## src/rtl/saph_vga_timing_ctrl_if.sv

```systemverilog
// rtl/saph_vga_timing_ctrl_if.sv - register write/readback port for the VGA timing controller
interface saph_vga_timing_ctrl_if;
  logic        wr_en;
  logic        wr_ready;
  logic [3:0]  wr_addr;
  logic [15:0] wr_data;
  logic [3:0]  rd_addr;
  logic [15:0] rd_data;

  modport master (
    output wr_en, wr_addr, wr_data, rd_addr,
    input  wr_ready, rd_data
  );

  modport slave (
    input  wr_en, wr_addr, wr_data, rd_addr,
    output wr_ready, rd_data
  );
endinterface

```

## src/rtl/saph_vga_timing_ctrl.sv

```systemverilog
// rtl/saph_vga_timing_ctrl.sv - shadowed VGA timing registers with frame-boundary commit and start/stop sequencing
module saph_vga_timing_ctrl #(
  parameter int div_width = 6,
  parameter int x_width   = 10,
  parameter int y_width   = 10
) (
  input  logic                 clk,
  input  logic                 rst,
  saph_vga_timing_ctrl_if.slave regs,
  input  logic                 frame_end,
  output logic                 vid_en,
  output logic                 vid_rst,
  output logic [div_width-1:0] vga_clk_div,
  output logic [x_width-1:0]   h_fp_width,
  output logic [x_width-1:0]   h_vid_width,
  output logic [x_width-1:0]   h_bp_width,
  output logic [x_width-1:0]   h_sync_width,
  output logic [y_width-1:0]   v_fp_width,
  output logic [y_width-1:0]   v_vid_width,
  output logic [y_width-1:0]   v_bp_width,
  output logic [y_width-1:0]   v_sync_width,
  output logic                 commit_pending,
  output logic                 running
);

  typedef enum logic [1:0] {
    ST_OFF       = 2'd0,
    ST_START     = 2'd1,
    ST_RUN       = 2'd2,
    ST_STOP_PEND = 2'd3
  } state_t;

  // 640x480 defaults, index order fp/vid/bp/sync
  localparam logic [x_width-1:0] H_DEF [4] = '{x_width'(15), x_width'(639), x_width'(47), x_width'(95)};
  localparam logic [y_width-1:0] V_DEF [4] = '{y_width'(9), y_width'(479), y_width'(32), y_width'(1)};

  state_t               state, state_nxt;
  logic                 ctrl_en;
  logic                 pending_nxt;
  logic                 do_copy;
  logic                 wr_fire;
  logic                 commit_req;
  logic                 unused_data;
  logic [15:0]          rd_mux;

  logic [div_width-1:0] sh_div;
  logic [x_width-1:0]   sh_h  [4];
  logic [y_width-1:0]   sh_v  [4];
  logic [div_width-1:0] act_div;
  logic [x_width-1:0]   act_h [4];
  logic [y_width-1:0]   act_v [4];

  // Timing registers are locked against writes while a commit is waiting, ctrl never is
  assign regs.wr_ready = !(commit_pending && (regs.wr_addr <= 4'd8));
  assign wr_fire       = regs.wr_en && regs.wr_ready;
  assign commit_req    = wr_fire && (regs.wr_addr == 4'd9) && regs.wr_data[1];
  assign unused_data   = ^regs.wr_data;

  assign running       = (state == ST_RUN) || (state == ST_STOP_PEND);

  assign vga_clk_div   = act_div;
  assign h_fp_width    = act_h[0];
  assign h_vid_width   = act_h[1];
  assign h_bp_width    = act_h[2];
  assign h_sync_width  = act_h[3];
  assign v_fp_width    = act_v[0];
  assign v_vid_width   = act_v[1];
  assign v_bp_width    = act_v[2];
  assign v_sync_width  = act_v[3];

  // Next state, generator controls, and when the shadow set is copied to active
  always_comb begin
    state_nxt   = state;
    pending_nxt = commit_pending;
    do_copy     = 1'b0;
    vid_en      = 1'b0;
    vid_rst     = 1'b1;
    case (state)
      ST_OFF: begin
        if (commit_req) begin
          do_copy     = 1'b1;
          pending_nxt = 1'b0;
        end
        if (ctrl_en) state_nxt = ST_START;
      end
      ST_START: begin
        if (commit_pending) begin
          do_copy     = 1'b1;
          pending_nxt = 1'b0;
        end
        if (commit_req) pending_nxt = 1'b1;
        state_nxt = ST_RUN;
      end
      ST_RUN: begin
        vid_en  = 1'b1;
        vid_rst = 1'b0;
        if (frame_end && commit_pending) begin
          do_copy     = 1'b1;
          pending_nxt = 1'b0;
        end
        if (commit_req) pending_nxt = 1'b1;
        if (!ctrl_en) state_nxt = ST_STOP_PEND;
      end
      default: begin
        vid_en  = 1'b1;
        vid_rst = 1'b0;
        if (frame_end && commit_pending) begin
          do_copy     = 1'b1;
          pending_nxt = 1'b0;
        end
        if (commit_req) pending_nxt = 1'b1;
        if (ctrl_en)        state_nxt = ST_RUN;
        else if (frame_end) state_nxt = ST_OFF;
      end
    endcase
  end

  // Sequencer state, commit flag and enable bit
  always_ff @(posedge clk or negedge rst) begin
    if (!rst) begin
      state          <= ST_OFF;
      commit_pending <= 1'b0;
      ctrl_en        <= 1'b0;
    end else begin
      state          <= state_nxt;
      commit_pending <= pending_nxt;
      if (wr_fire && (regs.wr_addr == 4'd9)) ctrl_en <= regs.wr_data[0];
    end
  end

  // Shadow registers take accepted writes, truncated to field width
  always_ff @(posedge clk or negedge rst) begin
    if (!rst) begin
      sh_div <= '0;
      sh_h   <= H_DEF;
      sh_v   <= V_DEF;
    end else if (wr_fire) begin
      if (regs.wr_addr == 4'd0) sh_div <= regs.wr_data[div_width-1:0];
      for (int i = 0; i < 4; i++) begin
        if (regs.wr_addr == 4'(i + 1)) sh_h[i] <= regs.wr_data[x_width-1:0];
        if (regs.wr_addr == 4'(i + 5)) sh_v[i] <= regs.wr_data[y_width-1:0];
      end
    end
  end

  // Active registers change only as a whole set
  always_ff @(posedge clk or negedge rst) begin
    if (!rst) begin
      act_div <= '0;
      act_h   <= H_DEF;
      act_v   <= V_DEF;
    end else if (do_copy) begin
      act_div <= sh_div;
      act_h   <= sh_h;
      act_v   <= sh_v;
    end
  end

  // Readback source select
  always_comb begin
    rd_mux = 16'd0;
    case (regs.rd_addr)
      4'd0:    rd_mux = 16'(sh_div);
      4'd1:    rd_mux = 16'(sh_h[0]);
      4'd2:    rd_mux = 16'(sh_h[1]);
      4'd3:    rd_mux = 16'(sh_h[2]);
      4'd4:    rd_mux = 16'(sh_h[3]);
      4'd5:    rd_mux = 16'(sh_v[0]);
      4'd6:    rd_mux = 16'(sh_v[1]);
      4'd7:    rd_mux = 16'(sh_v[2]);
      4'd8:    rd_mux = 16'(sh_v[3]);
      4'd9:    rd_mux = {15'd0, ctrl_en};
      4'd10:   rd_mux = {12'd0, state, commit_pending, running};
      default: rd_mux = 16'd0;
    endcase
  end

  // Registered readback
  always_ff @(posedge clk or negedge rst) begin
    if (!rst) regs.rd_data <= 16'd0;
    else      regs.rd_data <= rd_mux;
  end

endmodule

```

## src/flat_wrapper.sv

```systemverilog
// flat-port wrapper written by rule: the top's interface ports become plain ports
module saph_vga_timing_ctrl_flat 
#(
  parameter int div_width = 6,
  parameter int x_width   = 10,
  parameter int y_width   = 10
)
  (clk, rst, frame_end, vid_en, vid_rst, vga_clk_div, h_fp_width, h_vid_width, h_bp_width, h_sync_width, v_fp_width, v_vid_width, v_bp_width, v_sync_width, commit_pending, running, regs_wr_en, regs_wr_addr, regs_wr_data, regs_rd_addr, regs_wr_ready, regs_rd_data);
  saph_vga_timing_ctrl_if regs_i ();
  input  logic clk;
  input  logic rst;
  input  logic frame_end;
  output logic vid_en;
  output logic vid_rst;
  output logic [div_width-1:0] vga_clk_div;
  output logic [x_width-1:0] h_fp_width;
  output logic [x_width-1:0] h_vid_width;
  output logic [x_width-1:0] h_bp_width;
  output logic [x_width-1:0] h_sync_width;
  output logic [y_width-1:0] v_fp_width;
  output logic [y_width-1:0] v_vid_width;
  output logic [y_width-1:0] v_bp_width;
  output logic [y_width-1:0] v_sync_width;
  output logic commit_pending;
  output logic running;
  input wire logic [$bits(regs_i.wr_en)-1:0] regs_wr_en;
  input wire logic [$bits(regs_i.wr_addr)-1:0] regs_wr_addr;
  input wire logic [$bits(regs_i.wr_data)-1:0] regs_wr_data;
  input wire logic [$bits(regs_i.rd_addr)-1:0] regs_rd_addr;
  output wire logic [$bits(regs_i.wr_ready)-1:0] regs_wr_ready;
  output wire logic [$bits(regs_i.rd_data)-1:0] regs_rd_data;
  assign regs_i.wr_en = regs_wr_en;
  assign regs_i.wr_addr = regs_wr_addr;
  assign regs_i.wr_data = regs_wr_data;
  assign regs_i.rd_addr = regs_rd_addr;
  assign regs_wr_ready = regs_i.wr_ready;
  assign regs_rd_data = regs_i.rd_data;
  saph_vga_timing_ctrl #(.div_width(div_width), .x_width(x_width), .y_width(y_width)) u_core (.clk(clk), .rst(rst), .regs(regs_i), .frame_end(frame_end), .vid_en(vid_en), .vid_rst(vid_rst), .vga_clk_div(vga_clk_div), .h_fp_width(h_fp_width), .h_vid_width(h_vid_width), .h_bp_width(h_bp_width), .h_sync_width(h_sync_width), .v_fp_width(v_fp_width), .v_vid_width(v_vid_width), .v_bp_width(v_bp_width), .v_sync_width(v_sync_width), .commit_pending(commit_pending), .running(running));
endmodule
```

## config.mk

```make
export PLATFORM = sky130hd
export DESIGN_NAME = saph_vga_timing_ctrl_flat
export DESIGN_NICKNAME = d
export VERILOG_FILES = /design/src/rtl/saph_vga_timing_ctrl_if.sv /design/src/rtl/saph_vga_timing_ctrl.sv /design/src/flat_wrapper.sv
export SDC_FILE = /design/constraint.sdc
export NUM_CORES = 1
export LEC_CHECK = 0
export ABC_AREA = 1
export BUFFER_PORTS_ARGS = -buffer_cell sky130_fd_sc_hd__buf_2
export CAP_MARGIN = 5
export CORE_MARGIN = 3
export CORE_UTILIZATION = 58
export CTS_BUF_LIST = sky130_fd_sc_hd__clkbuf_4 sky130_fd_sc_hd__clkbuf_8
export CTS_CLUSTER_DIAMETER = 120
export DETAILED_ROUTE_END_ITERATION = 16
export PLACE_DENSITY = 0.82
export SYNTH_ARGS = -nofsm -noshare
export SYNTH_HDL_FRONTEND = slang
export SYNTH_SLANG_ARGS = --single-unit
```

## constraint.sdc

```tcl
create_clock -name clk -period 2.45 [get_ports clk]
set_clock_uncertainty 0.1 [all_clocks]
set_input_delay 0.245 -clock clk [delete_from_list [all_inputs] [get_ports clk]]
set_output_delay 0.245 -clock clk [all_outputs]
set_load 0.005 [all_outputs]
```

Yosys cells after proc, flatten, opt, wreduce, memory -nomap -nowiden

Cells that the tools add are included.

Flip-flop bits (word level): 186
Input port bits: 28
Output and inout bits: 107

Order comparisons: 1
Equal/unequal tests: 25
Mux-type cells: 16
Reductions and logical operators: 24

Operators by type and width:

| operator                                                                | number |
|---|---|
| 10-bit case mux with 11 select lines                                    | 1 |
| 4-bit by 3-bit == test with 1-bit output, second input constant         | 8 |
| 4-bit == test, second input constant                                    | 5 |
| 2-bit AND reduction                                                     | 10 |
| 4-bit by 2-bit == test with 1-bit output, second input constant         | 4 |
| 4-bit by 1-bit == test with 1-bit output, second input constant         | 2 |
| 4-bit zero test                                                         | 2 |
| 1-bit two-way mux                                                       | 8 |
| 2-bit two-way mux                                                       | 4 |
| 2-bit case mux with 3 select lines                                      | 1 |
| 1-bit logical AND                                                       | 5 |
| 2-bit == test, second input constant                                    | 2 |
| 4-bit <= comparator, second input constant                              | 1 |
| 2-bit by 1-bit inequality test with 1-bit output, second input constant | 2 |
| 1-bit case mux with 2 select lines                                      | 2 |
| 4-bit nonzero test                                                      | 1 |
| 3-bit AND reduction                                                     | 1 |
| 3-bit nonzero test                                                      | 1 |
| 2-bit by 1-bit == test with 1-bit output, second input constant         | 1 |
| 2-bit zero test                                                         | 1 |
| 2-bit inequality test, second input constant                            | 1 |
| 2-bit OR reduction                                                      | 1 |
| 1-bit zero test                                                         | 1 |
| 1-bit logical OR                                                        | 1 |

Logic depth before layout (Yosys ltp)

Gate-level depths: netlist (run 1).

Word-level depth: 8
Depth in mapped cells: 11
Gate-level depth less buffers: 9

Worst setup path before layout (run 1)

Ideal clock, no wire load.

Kind: register to register
Start: register u_core.state[0]
End: register u_core.act_h (netlist bit u_core.h_sync_width[5])
Arrival time: 1.619 ns
Required time: 2.233 ns
Slack: 0.614 ns
Stages on the path, launching flop included: 9
Period minus slack after synthesis: 1.836 ns
Cells stage by stage: dfrtp_1 -> inv_1 -> ha_1 -> a211oi_1 -> inv_2 -> clkbuf_1 -> buf_1 -> nand3_1 -> nand2_1

Cells in the longest elaborated chain, start to end: 2
Elaborated cells on any way between the ends: 3
Classes of those cells: eq/ne (1); mux (1); reduce/logical (1)

RTL lines:

| what                                                                        | line                        | RTL |
|---|---|---|
| start: declaration                                                          | saph_vga_timing_ctrl.sv:37  | `state_t state, state_nxt;` |
| start signal: assignment                                                    | saph_vga_timing_ctrl.sv:125 | `state <= state_nxt;` |
| 2-bit by 1-bit == test with 1-bit output or 2-bit zero test (tied branches) | saph_vga_timing_ctrl.sv:78  | `case (state)` |
| 1-bit case mux with 2 select lines *                                        | saph_vga_timing_ctrl.sv:78  |  |
| end signal: assignment                                                      | saph_vga_timing_ctrl.sv:154 | `act_h <= sh_h;` |
| end: declaration                                                            | saph_vga_timing_ctrl.sv:50  | `logic [x_width-1:0] act_h [4];` |

Mark *: on every way between the ends. The rest lies on a longest branch, timed or not.
A chain may end at the register's enable or synchronous reset.

Worst setup path after layout (run 1)

Start: register u_core.state[1]
End: register u_core.act_v (netlist bit u_core.v_bp_width[9])

Cells in the longest elaborated chain, start to end: 2
Elaborated cells on any way between the ends: 3
Classes of those cells: eq/ne (1); mux (1); reduce/logical (1)

RTL lines:

| what                                                                        | line                        | RTL |
|---|---|---|
| 2-bit by 1-bit == test with 1-bit output or 2-bit zero test (tied branches) | saph_vga_timing_ctrl.sv:78  |  |
| 1-bit case mux with 2 select lines *                                        | saph_vga_timing_ctrl.sv:78  |  |
| end signal: assignment                                                      | saph_vga_timing_ctrl.sv:155 | `act_v <= sh_v;` |
| end: declaration                                                            | saph_vga_timing_ctrl.sv:51  | `logic [y_width-1:0] act_v [4];` |

Marked as above.

==> run summary, run 1 <==
cell row count -> 42
setup_tns -> 0 ps
Initial DRC Count -> 690
Worst Path Required -> 2750 ps
Setup Buffers After CTS -> 0
DRC errors left -> 0
Vias/cell -> 5.54
Crit Reg-Reg Startpoint -> u_core.state[1]
Setup WS post-layout -> 323 ps
post-synthesis sequential area ratio -> 59.1%
Worst-Margin Slew -> 585 ps
kind of critical path -> flip-flop to flip-flop
clk root buf -> clkbuf_8
NetSw -> 3.13 mW
H-tree Lvls -> 4
static leakage -> 4.79 nW
Syn Std Cell Area -> 8020 µm²
number of synthesized flops with an enable pin -> 0
CP Launch Point -> u_core.state[1]
most common cell in the netlist -> nand2_1
clk slew on worst S/H paths -> 90 ps
clock power share -> 23.4%
Max FO, Critical Path -> 30
cts bufs inserted -> 17
Critical Path AT -> 2420 ps
multi-input logic area -> 2700 µm²
Routed wire per std cell -> 17.3 µm
largest cells by area after synthesis -> dfrtp_1 (36%), dfstp_2 (23%), nand2_1 (13%)
drt total wl -> 21100 µm
post-synth cell types -> 31
Synth async-reset ratio -> 100%
overall die area -> 15300 µm²
Final min period -> 2130 ps
Synth top area share -> 36.2%
Vert. Die Dim -> 124 µm
CTS tree -> built
share of layout cells above drive strength 1 -> 24.6%
CTS sink count -> 186
Max Buffers Root-to-Sink -> 2
global placement routability congestion -> 1.02
# IOs -> 135
cell taking the most area after synthesis -> dfrtp_1
largest net degree at the start of global routing -> 87
gr ovfl total -> 0
Slew headroom -> 60.9%
Max Cap Viol -> 0
die width -> 124 µm
final core occ -> 69.7%
Synth Instances -> 920
post-DP HPWL -> 14700 µm
status -> finished, final reports clean
initial antenna violation count -> 0
Tcrit/Tclk final -> 86.8%
Global Route Usage Sum -> 28.5%
worst hold slack -> 24.4 ps
area delta synth->final -> 16.4%
combinational group share of total power -> 25.5%
pins over their slew limit -> 0
Critical Path Start Type -> flip-flop
P_int -> 6.90 mW
core area -> 13400 µm²
Worst-Skew Late Latency -> 470 ps
IO buf count -> 122
RSZ-0062 raised after global routing -> false
post-route ant nets -> 0
Achievable Freq -> 0.470 GHz
worst hold path type -> primary input to flip-flop
Resized cells post-CTS -> 0
Avg Inst Size Synth -> 8.72 µm²
Synth Flop Type -> dfrtp_1
number of global-route vias before repair -> 6224
power share of the sequential group -> 51.1%
Power per Cell Area -> 1070 nW/µm²
Ys Warns -> 0
final setup fails -> 0
Register Area -> 4740 µm²
VDD IR-drop max -> 0.561 mV
Post-synth top cells -> nand2_1 (284), dfrtp_1 (116), nand3_1 (102)
Hold Vio Cnt, Final -> 0
Power Total -> 10.0 mW
Crit. End Element -> flip-flop
CTS Hold Bufs -> 3
switching part of the total -> 31.2%
Place WS -> 384 ps
number of synthesized register bits -> 186
min-delay src -> regs_wr_data[7]
Fillers -> 1064
Initial Util -> 59.9%
Via Count -> 6781
1st-pass router iterations -> 5
Final nets -> 1065
first-pass GRT wire length -> 32900 µm
[stage by stage]
stage	area, µm²	cells
2_1_floorplan	8040	925
3_3_place_gp	8840	1187
3_5_place_dp	8840	1187
4_1_cts	9340	1222
5_1_grt	9340	1222
6_report	9340	1223
[critical path, stage by stage, from the launching register on]
cell and delay, ps:
dfrtp_1 430, inv_1 110, ha_1 210, nor2_1 70
a211oi_1 330, o21bai_4 370, buf_12 250, nand2_1 90
nand2_1 70
[logic make-up after synthesis]
group	share of synthesized area (%)
buffers and inverters	7.66
DFF	59.1
and+or+nand+nor	22.5
other	0.0467
adders and majority gates	0.624
AOI/OAI and AO/OA	10.0
[per-layer routing]
layer	track usage, %	share of wire (%)	vias up
li1	-	-	3166
met1	40.9	43	3228
met2	42.7	46	330
met3	5.36	7.5	57
met4	12.3	3.9	0
met5	0	0	-
[cell type report]
type | instances | area share (%)
Multi-Input combinational cell | 591 | 28.9
Antenna cell | 1 | 0.0268
Tap cell | 176 | 2.36
Sequential cell | 186 | 50.8
Clock buffer | 21 | 2.89
Clock inverter | 11 | 2.09
Timing Repair Buffer | 145 | 9.21
Inverter | 92 | 3.70
[state kept, by name (all words and copies together), names as in the netlist]
| register | cells |
|---|---|
| u_core.sh_h | 40 |
| u_core.sh_div | 6 |
| u_core.h_vid_width | 10 |
| u_core.state | 2 |
| u_core.commit_pending | 1 |
| u_core.h_sync_width | 10 |
| u_core.h_fp_width | 10 |
| u_core.sh_v | 40 |
| u_core.regs.rd_data | 10 |
| u_core.v_fp_width | 10 |
| u_core.ctrl_en | 1 |
| u_core.vga_clk_div | 6 |
| u_core.v_vid_width | 10 |
| u_core.h_bp_width | 10 |
| u_core.v_bp_width | 10 |
| u_core.v_sync_width | 10 |
[path summary, 6_finish.rpt]
| path | endpoint | slack, ps | cells past startpoint |
|---|---|---|---|
| max in group asynchronous | u_core.sh_v[15] | 1280 | 3 |
| min in group asynchronous | u_core.sh_div[4] | 180 | 2 |
| setup / recovery | u_core.v_bp_width[9] | 320 | 8 |
| hold / removal | u_core.sh_v[27] | 20 | 3 |
| setup reg to reg | u_core.v_bp_width[9] | 320 | 8 |
| hold reg to reg | u_core.h_fp_width[3] | 370 | 2 |
[placed cells by master, fill, tap and decap left out, types with 3 or more instances in the layout]
cell	count
nand2_1	284
buf_2	121
dfrtp_1	116
nand3_1	102
o21ai_0	91
inv_1	90
dfstp_2	70
nor2_1	31
o22ai_1	27
clkbuf_8	18
a21oi_1	17
buf_4	15
a31oi_1	7
conb_1	6
bufinv_16	5
buf_12	5
nor3_1	4
ha_1	4
o211ai_1	3
clkbuf_4	3
clkinvlp_4	3
dlygate4sd3_1	3
[power by group through the flow]
stage               Combinational, mW  Clock (mW)  Sequential [mW]
floorplan                        1.29           0             5.11
global placement                 2.49           0             5.12
detailed placement               2.57           0             5.16
CTS                              2.60        2.36             5.11
global route                     2.94        2.48             5.26
finish                           2.56        2.35             5.12
No activity file was read; power rests on OpenSTA's default activity.
==> run 2, diff against run 1 <==
--- a/config.mk
+++ b/config.mk
@@ -9,11 +9,11 @@
 export BUFFER_PORTS_ARGS = -buffer_cell sky130_fd_sc_hd__buf_2
 export CAP_MARGIN = 5
 export CORE_MARGIN = 3
-export CORE_UTILIZATION = 58
+export CORE_UTILIZATION = 53
 export CTS_BUF_LIST = sky130_fd_sc_hd__clkbuf_4 sky130_fd_sc_hd__clkbuf_8
 export CTS_CLUSTER_DIAMETER = 120
 export DETAILED_ROUTE_END_ITERATION = 16
-export PLACE_DENSITY = 0.82
+export PLACE_DENSITY = 0.79
 export SYNTH_ARGS = -nofsm -noshare
 export SYNTH_HDL_FRONTEND = slang
 export SYNTH_SLANG_ARGS = --single-unit
==> constraint.sdc (replaced) <==
create_clock -name clk -period 1.9 [get_ports clk]
set_clock_uncertainty 0.1 [all_clocks]
set_input_delay 0.19 -clock clk [delete_from_list [all_inputs] [get_ports clk]]
set_output_delay 0.19 -clock clk [all_outputs]
set_load 0.005 [all_outputs]
==> run 2 against run 1 <==
Sequential share of layout area shrank 1.2 points. Critical path depth is the same. Hold slack lost 2.5 ps. Setup slack lost 260 ps. Cell count grew 2.4%. Largest power group unchanged.
==> run summary, run 2 (synthesis results as in run 1) <==
Hold Vio Cnt, Final -> 0 (unchanged)
r2r endpoint -> u_core.v_vid_width[4]
Crit. End Element -> flip-flop
clk root buf -> clkbuf_8
status -> finished, final reports clean
cell row count -> 44 (+4.8%)
diode count -> 0 (-1)
Critical Path Start Type -> flip-flop
IO buf count -> 122 (unchanged)
Critical Path AT -> 2150 ps (-270 ps)
largest net degree at the start of global routing -> 55 (-37%)
worst r2r path cells -> 8 (unchanged)
initial antenna violation count -> 0 (unchanged)
Final nets -> 1087 (+2.1%)
Slew headroom -> 38.7% (-22 points)
post-route ant nets -> 0 (unchanged)
Worst-Skew Late Latency -> 480 ps (about the same)
number of global-route vias before repair -> 6509 (+4.6%)
final setup fails -> 0 (unchanged)
Worst-Margin Slew -> 916 ps (+331 ps)
GRT met2 Usage -> 41.6% (-1.1 points)
Routed wire per std cell -> 18.0 µm (+4.0%)
die width -> 129 µm (+4.4%)
Vert. Die Dim -> 129 µm (+4.4%)
Crit Reg-Reg Startpoint -> u_core.state[1]
Tcrit/Tclk final -> 96.5% (+9.7 points)
Power Total -> 12.7 mW (+27%)
share of layout cells above drive strength 1 -> 26.1% (+1.6 points)
GRT busiest layer -> met2
overall die area -> 16700 µm² (+9.0%)
H-tree Lvls -> 4 (unchanged)
gr ovfl total -> 0 (unchanged)
clk slew on worst S/H paths -> 90 ps (about the same)
1st-pass router iterations -> 6 (+1)
Global Route Usage Sum -> 27.9% (-0.58 points)
Final min period -> 1830 ps (-294 ps)
# IOs -> 135 (unchanged)
Max FO, Critical Path -> 45 (+50%)
first-pass GRT wire length -> 35500 µm (+7.9%)
Largest regs -> u_core.sh_h: 40 flops, u_core.sh_v: 40 flops
Max Buffers Root-to-Sink -> 2 (unchanged)
worst hold path type -> primary input to async pin
Initial Util -> 54.6% (-5.3 points)
static leakage -> 4.87 nW (+1.8%)
core area -> 14700 µm² (+9.7%)
Achievable Freq -> 0.546 GHz (+16%)
GRT met3 Usage -> 6.60% (+1.2 points)
global placement routability congestion -> 0.984 (-3.9%)
GRT met1 Usage -> 40.4% (-0.50 points)
VDD IR-drop max -> 0.717 mV (+28%)
Via Count -> 6926 (+2.1%)
kind of critical path -> flip-flop to flip-flop
pins over their slew limit -> 0 (unchanged)
FF-to-FF setup slack -> 70 ps (-260 ps)
Initial DRC Count -> 702 (+1.7%)
DRC errors left -> 0 (unchanged)
cts bufs inserted -> 17 (unchanged)
area delta synth->final -> 19.3%
drt total wl -> 22500 µm (+6.4%)
Worst Path Required -> 2220 ps (-530 ps)
Power per Cell Area -> 1330 nW/µm² (+24%)
Non-Filler Instances -> 1252 (+2.4%)
post-DP HPWL -> 15800 µm (+7.5%)
leading cell type in the layout, fill and taps excluded -> nand2_1
CTS tree -> built
commonest cells after routing, fill and taps aside -> nand2_1 (284), buf_2 (120), dfrtp_1 (115), nand3_1 (102), o21ai_0 (91)
placed insts -> 1208 (+1.8%)
CTS sink count -> 186 (unchanged)
Max Cap Viol -> 0 (unchanged)
Vias/cell -> 5.53 (-0.23%)
[run 2: report_power, final]
group	internal (mW)	total (mW)	switching [mW]
logic	1.61	3.49	1.88
registers	5.73	6.61	0.875
clock network	1.22	2.63	1.41
total	8.56	12.7	4.16
[run 2: worst max path at each step]
stage	startpoint	end	slack [ps]	cells after the start
CTS	u_core.state[0]	running	-50	5
global placement	regs_rd_addr[1]	u_core.regs.rd_data[6]	30	6
floorplan	u_core.state[0]	u_core.h_sync_width[5]	60	8
detailed placement	regs_rd_addr[1]	u_core.regs.rd_data[6]	-7	6
global route	u_core.state[1]	u_core.h_vid_width[3]	-20	8
finish	u_core.state[1]	u_core.v_vid_width[4]	70	8
[run 2: layout make-up]
cell class	count	area [µm²]
fillers	1199	5130
flip-flops and latches	186	4740
multi-input cells	591	2760
repair buffers	167	1110
inverters	92	345
clock buffers	20	263
well taps	184	230
clock inverters	12	126
[run 2: worst max-delay path: stages, from the launching register on]
cell	delay (ps)
dfrtp_2	460
inv_2	110
ha_4	170
inv_1	60
a211oi_2	260
o21bai_4	210
buf_12	230
nand2_1	100
nand2_1	70
[run 2: metal layers]
metal,up-vias,routed length [µm]
met5,-,0
met4,0,570
met3,36,1880
met2,314,10300
met1,3359,9780
li1,3217,-
[run 2: through the flow]
| stage | cell area, µm² | TNS [ps] | utilization, % | setup WS [ps] | hold WS [ps] |
|---|---|---|---|---|---|
| 4_1_cts | 9540 | -51.4 | 64.9 | -46.1 | 6.98 |
| 2_1_floorplan | 8040 | 0 | - | 64.4 | -206 |
| 5_1_grt | 9570 | -108 | 65.1 | -22.6 | 7.90 |
| 3_5_place_dp | 9000 | -8.56 | 61.2 | -7.37 | -56.5 |
| 3_3_place_gp | 9000 | 0 | 61.2 | 33.6 | -56.6 |
| 6_report | 9570 | 0 | 65.1 | 66.9 | 21.9 |
[run 2: what timing repair did]
action | in CTS | in global routing
endpoints found under the setup margin | 12 | 47
pin swaps | 0 | 1
hold buffers | 12 | 0
endpoints found under the hold margin | 231 | 0
gates resized for setup | 8 | 8
setup buffers | 1 | 0
